[config.mk]
export PLATFORM = sky130hd
export DESIGN_NAME = apb_fsm_controller
export DESIGN_NICKNAME = d
export VERILOG_FILES = /design/src/rtl/apb_bridge_pkg.sv /design/src/rtl/apb_fsm_controller.sv
export SDC_FILE = /design/constraint.sdc
export NUM_CORES = 1
export LEC_CHECK = 0
export ABC_AREA = 1
export CAP_MARGIN = 10
export CORE_MARGIN = 1
export CORE_UTILIZATION = 43
export CTS_BUF_LIST = sky130_fd_sc_hd__clkbuf_4
export DETAILED_ROUTE_END_ITERATION = 12
export PLACE_DENSITY = 0.82
export SETUP_SLACK_MARGIN = 0.1
export SKIP_CTS_REPAIR_TIMING = 1
export SLEW_MARGIN = 20
export SYNTH_ARGS = -nofsm -noshare
export SYNTH_HDL_FRONTEND = slang
export SYNTH_SLANG_ARGS = --single-unit
[constraint.sdc]
create_clock -name Hclk -period 1.5 [get_ports Hclk]
set_input_delay 0.15 -clock Hclk [delete_from_list [all_inputs] [get_ports Hclk]]
set_output_delay 0.15 -clock Hclk [all_outputs]
set_load 0.01 [all_outputs]
[src/rtl/apb_bridge_pkg.sv]
// Shared types and address map for the AHB2APB bridge.
// Slave regions are 64 MB windows starting at 0x8000_0000.
package apb_bridge_pkg;

   localparam int SLV_NUM = 3;

   localparam logic [31:0] REGION_SZ = 32'h0400_0000;

   localparam logic [SLV_NUM-1:0][31:0] SLV_BASE = {
      32'h8800_0000,
      32'h8400_0000,
      32'h8000_0000
   };

   typedef enum logic [2:0] {
      ST_IDLE,
      ST_WWAIT,
      ST_READ,
      ST_WRITE,
      ST_RENABLE,
      ST_WENABLE
   } apb_state_e;

   // Unsigned wrap makes addr below base land far above REGION_SZ.
   function automatic logic [SLV_NUM-1:0] decode_sel(
      input logic [31:0] addr
   );
      logic [SLV_NUM-1:0] sel;
      sel = '0;
      for (int i = 0; i < SLV_NUM; i++) begin
         if ((addr - SLV_BASE[i]) < REGION_SZ) begin
            sel[i] = 1'b1;
         end
      end
      return sel;
   endfunction

endpackage

[src/rtl/apb_fsm_controller.sv]
// APB-side sequencing FSM of the AHB2APB bridge.
// Runs SETUP/ACCESS phases and stalls AHB via Hreadyout.
module apb_fsm_controller
   import apb_bridge_pkg::*;
#(
   parameter int ADDR_W = 32,
   parameter int DATA_W = 32,
   parameter int NSLV   = SLV_NUM
) (
   input  logic              Hclk,
   input  logic              Hresetn,
   input  logic              valid,
   input  logic [ADDR_W-1:0] Haddr,
   input  logic              Hwrite,
   input  logic [DATA_W-1:0] Hwdata,
   input  logic              Pready,
   output logic [ADDR_W-1:0] Paddr,
   output logic [DATA_W-1:0] Pwdata,
   output logic              Pwrite,
   output logic [NSLV-1:0]   Pselx,
   output logic              Penable,
   output logic              Hreadyout
);

   apb_state_e      state;
   logic [NSLV-1:0] sel;
   logic [NSLV-1:0] new_sel;
   logic            accept;
   logic            in_access;

   assign new_sel   = NSLV'(decode_sel(Haddr[31:0]));
   assign in_access = (state == ST_RENABLE) ||
                      (state == ST_WENABLE);
   assign accept    = Hreadyout & valid;

   always_comb begin
      unique case (state)
         ST_IDLE:                Hreadyout = 1'b1;
         ST_RENABLE, ST_WENABLE: Hreadyout = Pready;
         default:                Hreadyout = 1'b0;
      endcase
   end

   always_ff @(posedge Hclk or negedge Hresetn) begin
      if (!Hresetn) begin
         state <= ST_IDLE;
         sel   <= '0;
      end else begin
         if (accept) begin
            sel <= new_sel;
         end
         unique case (state)
            ST_IDLE: begin
               if (accept) begin
                  state <= Hwrite ? ST_WWAIT : ST_READ;
               end
            end
            ST_WWAIT: state <= ST_WRITE;
            ST_READ:  state <= ST_RENABLE;
            ST_WRITE: state <= ST_WENABLE;
            ST_RENABLE, ST_WENABLE: begin
               if (Pready) begin
                  if (!accept) begin
                     state <= ST_IDLE;
                  end else begin
                     state <= Hwrite ? ST_WWAIT : ST_READ;
                  end
               end
            end
            default: state <= ST_IDLE;
         endcase
      end
   end

   // A read accepted at completion enters SETUP directly.
   always_ff @(posedge Hclk or negedge Hresetn) begin
      if (!Hresetn) begin
         Paddr   <= '0;
         Pwdata  <= '0;
         Pwrite  <= 1'b0;
         Pselx   <= '0;
         Penable <= 1'b0;
      end else begin
         if (accept) begin
            Paddr  <= Haddr;
            Pwrite <= Hwrite;
         end
         unique case (state)
            ST_IDLE: begin
               if (accept && !Hwrite) begin
                  Pselx <= new_sel;
               end
            end
            ST_WWAIT: begin
               Pwdata <= Hwdata;
               Pselx  <= sel;
            end
            ST_READ, ST_WRITE: begin
               Penable <= 1'b1;
            end
            ST_RENABLE, ST_WENABLE: begin
               if (Pready) begin
                  Penable <= 1'b0;
                  if (accept && !Hwrite) begin
                     Pselx <= new_sel;
                  end else begin
                     Pselx <= '0;
                  end
               end
            end
            default: begin
               Penable <= 1'b0;
            end
         endcase
      end
   end

   logic unused_ok;
   assign unused_ok = in_access;

endmodule

==> results of run 1 <==
==> stage by stage <==
| step | utilization (%) | setup TNS, ps | std cells | instance area (um^2) | power [mW] |
|---|---|---|---|---|---|
| after global placement | 68.5 | -116 | 533 | 4680 | 8.30 |
| after floorplan | - | 0 | 294 | 3070 | 5.73 |
| after detailed placement | 68.5 | -1150 | 533 | 4680 | 8.47 |
| final | 78.6 | 0 | 563 | 5370 | 10.7 |
| after global routing | 78.6 | -619 | 563 | 5370 | 11.3 |
| after CTS | 71.5 | -540 | 549 | 4890 | 10.2 |
==> cells by family (layout without fill, tap and decap cells) <==
| kind of cell | count (synthesis) | in the layout | share of synthesized area, % |
|---|---|---|---|
| buffers and inverters | 27 | 200 | 4.28 |
| multiplexers | 32 | 32 | 11.7 |
| adder cells (fa/ha/maj) | 2 | 2 | 0.814 |
| AO/OA/AOI/OAI | 19 | 19 | 4.03 |
| XOR/XNOR | 1 | 1 | 0.285 |
| flip-flops | 75 | 75 | 61.1 |
| AND/OR/NAND/NOR | 138 | 138 | 17.8 |
==> layer usage <==
metal	track usage [%]	routed length [um]	vias to the layer above
li1	-	-	1273
met1	22.5	3320	1306
met2	36.1	4610	111
met3	5.24	599	17
met4	8.79	159	0
met5	0	0	-
==> worst max-delay path by stage <==
stage                     startpoint         to  slack [ps]
after floorplan             state[1]  Paddr[10]         180
after global placement        Pready  Hreadyout         -70
after detailed placement      Pready  Hreadyout        -110
after CTS                   state[2]  Hreadyout        -420
after global routing        state[1]  Paddr[23]         -40
final                       state[1]  Paddr[21]          10
==> state kept, by name, summed over array words and instances, names as in the netlist <==
| signal | cells |
|---|---|
| Pselx | 3 |
| Pwrite | 1 |
| sel | 3 |
| Penable | 1 |
| Pwdata | 32 |
| state | 3 |
| Paddr | 32 |
==> synth_stat cells <==
cell type / n
o21ai_1: 4
buf_6: 2
buf_4: 2
inv_1: 16
nand3_1: 8
xor2_1: 1
nor2_4: 1
nand4_1: 1
nand2_2: 1
nand2_1: 107
o21ai_2: 4
buf_2: 6
nor2_1: 15
ha_1: 2
dfrtp_1: 75
nor3_1: 5
a21oi_1: 6
o21ai_0: 4
a21boi_4: 1
mux2_2: 32
inv_2: 1
==> power groups by stage <==
| stage | registers (mW) | clock network, mW | logic, mW |
|---|---|---|---|
| final | 3.50 | 1.74 | 5.45 |
| after global routing | 3.60 | 1.85 | 5.83 |
| after CTS | 3.50 | 1.76 | 4.95 |
| after detailed placement | 3.54 | 0 | 4.93 |
| after global placement | 3.49 | 0 | 4.81 |
| after floorplan | 3.96 | 0 | 1.77 |
==> critical path: stages, from the launching register on <==
cell,delay (ps)
dfrtp_1,450
nor2_4,160
nand2_4,80
a21boi_4,270
inv_4,120
clkbuf_16,190
nand2_1,70
nand2_1,50
==> area by class of cell <==
type / instances / area share, %
clock inverter: 7 / 2.61
timing repair buffer: 167 / 36.3
inverter: 17 / 1.24
tap: 96 / 2.24
multi-input combinational: 192 / 21.4
clock buffer: 9 / 1.26
sequential: 75 / 35.0
==> results.py, run 1 <==
metrics = {
    "status": {
        "status": "finished clean",
    },
    "critical_path": {
        "arrival_ps": 1790,
        "r2r-end": "Paddr[21]",
        "r2r-start": "state[1]",
        "reg2reg_slack_ps": 10,
        "critPathMaxFanout": 10,
        "worstSetupPathType": "flip-flop to flip-flop",
        "cp-start-kind": "flip-flop",
        "critPathRequiredTime_ps": 1810,
        "ff2ff_path_depth": 7,
        "endpoint_kind": "flip-flop",
    },
    "finish": {
        "mostFrequentLayoutCell": "nand2_1",
        "final_nets": 533,
        "final_cell_mix": "nand2_1, dfrtp_1, dlymetal6s2s_1, clkdlybuf4s50_1, mux2_2",
        "num_antenna_cells": 0,
        "multi_input_area_mm2": 0.00115,
        "seq_area_mm2": 0.00188,
        "syn2layout_area_growth_pct": 74.7,
        "drive_above_1_share_pct": 20.8,
        "fill_cells": 436,
    },
    "routing": {
        "drc": 0,
        "vias_per_cell": 4.81,
        "ant_nets": 0,
        "firstDrtPassIters": 4,
        "drt_iter0_drc": 70,
        "num_vias": 2707,
        "wl_per_cell_um": 15.4,
        "routed_wl_um": 8680,
    },
    "grt": {
        "overflow": 0,
        "grt_max_degree": 76,
        "antenna_found_initial": 0,
        "grt_pass1_vias": 2597,
        "grtUsageTotal_pct": 20.1,
        "grt_pass1_wl_um": 11600,
    },
    "die": {
        "dieArea_mm2": 0.00749,
        "io_pins": 139,
        "core_area_mm2": 0.00683,
        "start_util_pct": 45.0,
        "rows": 30,
        "fp.dieH_um": 86.5,
        "dieWidth_um": 86.5,
    },
    "yosys": {
        "ys_seq_area_share_pct": 61.1,
        "ys_top_cells_by_area": "dfrtp_1, nand2_1, mux2_2",
        "yosysTopAreaCell": "dfrtp_1",
        "syn_area_mm2": 0.00307,
        "syn_inst": 294,
        "yosys.area.top_type_share_pct": 61.1,
        "ys_ff_latch": 75,
        "syn-num-nets": 365,
        "avgSynthCellArea_um2": 10.5,
        "ys_types": 21,
        "yosys_warnings": 0,
    },
    "sta": {
        "drv_slew": 0,
        "slew_headroom_pct": 72.7,
        "layout_min_cycle_time_ps": 1490,
        "fin_skew_ps": 15.7,
        "hold_viol_final": 0,
        "fmax_mhz": 672,
        "worst_pin_slew_ps": 410,
        "period_share_pct": 99.2,
        "grt_setup_unrepaired": "true",
        "fin_ws_ps": 12.5,
        "setup-violations-final": 0,
        "whs_ps": 258,
    },
    "pwr": {
        "power.leakage_nw": 3.11,
        "p_per_area_mw_per_mm2": 1990,
        "cell_internal_pwr_mw": 7.02,
        "comb_power_share_pct": 51.0,
        "p_seq_share_pct": 32.8,
        "p_sw_mw": 3.66,
        "ir_drop_mv": 1.00,
        "p_sw_share_pct": 34.2,
        "clkPwrFrac_pct": 16.3,
    },
    "clock_tree": {
        "clkTransAtPathRegs_ps": 130,
        "htree_levels": 3,
        "numCtsBuffers": 9,
        "tritoncts": "yes",
        "clk_latency_ps": 410,
        "cts_buffer_depth": 2,
        "cts.sinks": 75,
        "root_buffer": "clkbuf_4",
    },
    "placement": {
        "place_congestion": 0.824,
        "port_buffers": 138,
        "pre_cts_slack_ps": -106,
        "dp_hpwl_um": 5150,
    },
    "job": {
        "maxCapViolCount": 0,
    },
    "min_path": {
        "hold_path_class": "primary input to asynchronous set/reset pin",
    },
}
Power figures use the tool's default switching activity.
==> run 2, diff against run 1 <==
CORE_UTILIZATION = 41   (was 43)
CTS_BUF_LIST = sky130_fd_sc_hd__clkbuf_4 sky130_fd_sc_hd__clkbuf_8 sky130_fd_sc_hd__clkbuf_16   (was sky130_fd_sc_hd__clkbuf_4)
PLACE_DENSITY = 0.79   (was 0.82)
clock period = 1.56 ns   (was 1.5 ns; I/O delays follow)
==> run 2 against run 1 <==
Maximum frequency decreased by 2.6%. Largest power group unchanged. Register-to-register slack improved by 20 ps. Critical endpoint is now Pwdata[20]. Core utilization down 10 points. Critical path type unchanged.
==> results.py, run 2 (same netlist as run 1, synthesis figures left out) <==
metrics = {
    "clock_tree": {
        "htree_levels": 3,
        "clkTransAtPathRegs_ps": 80,
        "clk_latency_ps": 340,
        "tritoncts": "yes",
        "cts.sinks": 75,
        "root_buffer": "clkbuf_8",
        "cts_buffer_depth": 2,
        "numCtsBuffers": 9,
    },
    "die": {
        "io_pins": 139,
        "core_area_mm2": 0.00725,
        "fp.dieH_um": 88.6,
        "start_util_pct": 42.4,
        "dieArea_mm2": 0.00785,
        "dieWidth_um": 88.6,
        "rows": 31,
    },
    "sta": {
        "setup-violations-final": 0,
        "slew_headroom_pct": 81.5,
        "layout_min_cycle_time_ps": 1530,
        "worst_pin_slew_ps": 278,
        "period_share_pct": 97.9,
        "fmax_mhz": 655,
        "grt_setup_unrepaired": "true",
        "fin_skew_ps": 8.26,
        "finalSetupTns_ps": 0,
        "drv_slew": 0,
        "hold_viol_final": 0,
    },
    "placement": {
        "dp_hpwl_um": 5400,
        "place_congestion": 0.888,
        "port_buffers": 138,
    },
    "critical_path": {
        "cp-start-kind": "flip-flop",
        "endpoint_kind": "flip-flop",
        "critPathMaxFanout": 17,
        "worstSetupPathType": "flip-flop to flip-flop",
        "critPathRequiredTime_ps": 1780,
        "arrival_ps": 1750,
    },
    "finish": {
        "fin_util_pct": 68.4,
        "drive_above_1_share_pct": 17.3,
        "syn2layout_area_growth_pct": 61.4,
        "reg_top3": "Paddr: 32 flops, Pwdata: 32 flops",
        "mostFrequentLayoutCell": "clkdlybuf4s50_1",
        "num_antenna_cells": 0,
        "final_cell_mix": "clkdlybuf4s50_1, nand2_1, dfrtp_1, mux2_2, inv_1",
        "final_nets": 522,
    },
    "routing": {
        "ant_nets": 0,
        "vias_per_cell": 4.60,
        "firstDrtPassIters": 4,
        "routed_wl_um": 7420,
        "drt_iter0_drc": 57,
        "wl_per_cell_um": 13.4,
        "num_vias": 2553,
        "drc": 0,
    },
    "grt": {
        "grt_max_degree": 39,
        "grt_pass1_wl_um": 11100,
        "antenna_found_initial": 0,
        "grtUsageTotal_pct": 18.5,
        "overflow": 0,
        "grt_pass1_vias": 2555,
    },
    "pwr": {
        "power.leakage_nw": 2.29,
        "ir_drop_mv": 0.889,
        "total_power_mw": 9.82,
        "p_per_area_mw_per_mm2": 1980,
    },
    "min_path": {
        "hold_path_class": "primary input to asynchronous set/reset pin",
    },
    "job": {
        "maxCapViolCount": 0,
    },
    "status": {
        "status": "finished clean",
    },
}
==> run 2: changes by cell type in the layout (fill, tap and decap cells not counted), sizes merged <==
cell,previous run,this run
clkdlybuf4s50,67,134
dlymetal6s2s,69,2
buf,23,17
bufinv,4,2
clkbuf,16,14
clkinv,2,1
==> run 2: area by class of cell <==
| class | instances | area (um^2) |
|---|---|---|
| clock buffers | 12 | 159 |
| clock inverters | 4 | 72.6 |
| fillers | 563 | 2290 |
| inverters | 17 | 63.8 |
| multi-input cells | 192 | 1090 |
| flip-flops and latches | 75 | 1880 |
| well taps | 99 | 124 |
| repair buffers | 156 | 1580 |
==> run 2: power by group <==
group          switching (mW)  internal, mW  leakage (nW)  total (mW)
clock network           0.694          1.00         0.116        1.70
logic                    2.03          2.71          1.27        4.74
registers               0.494          2.89         0.910        3.38
==> run 2: final timing paths <==
| path | depth (start not counted) | start | endpoint | slack, ps |
|---|---|---|---|---|
| max | 6 | state[1] | Pwdata[20] | 30 |
| max in group asynchronous | 3 | Hresetn | state[1] | 790 |
| min reg2reg | 2 | Paddr[24] | Paddr[24] | 470 |
| min in group Hclk | 3 | Haddr[3] | Paddr[3] | 350 |
| max reg2reg | 6 | state[1] | Pwdata[20] | 30 |
| min | 2 | Hresetn | Paddr[30] | 210 |
==> run 2: stage by stage <==
step	worst slack, ps	hold WS, ps	area, um^2	instances
final	32.4	211	4960	555
after global routing	-7.16	241	4960	555
after CTS	-301	-334	4880	551
after detailed placement	-35.6	30.3	4650	535
after global placement	5.05	28.2	4650	535
after floorplan	239	-140	3070	294
==> run 2: critical path, cell delays in order (launching register included) <==
cell and delay, ps:
dfrtp_2 430, buf_4 150, nor2_4 110, buf_4 150, nand2_2 90, clkbuf_16 200
mux2_2 270
==> run 2: per-layer routing <==
metal / GRT usage, % / wire length (um)
met5: 0 / 0
met4: 8.21 / 101
met3: 4.76 / 503
met2: 32.6 / 3840
met1: 21.3 / 2970
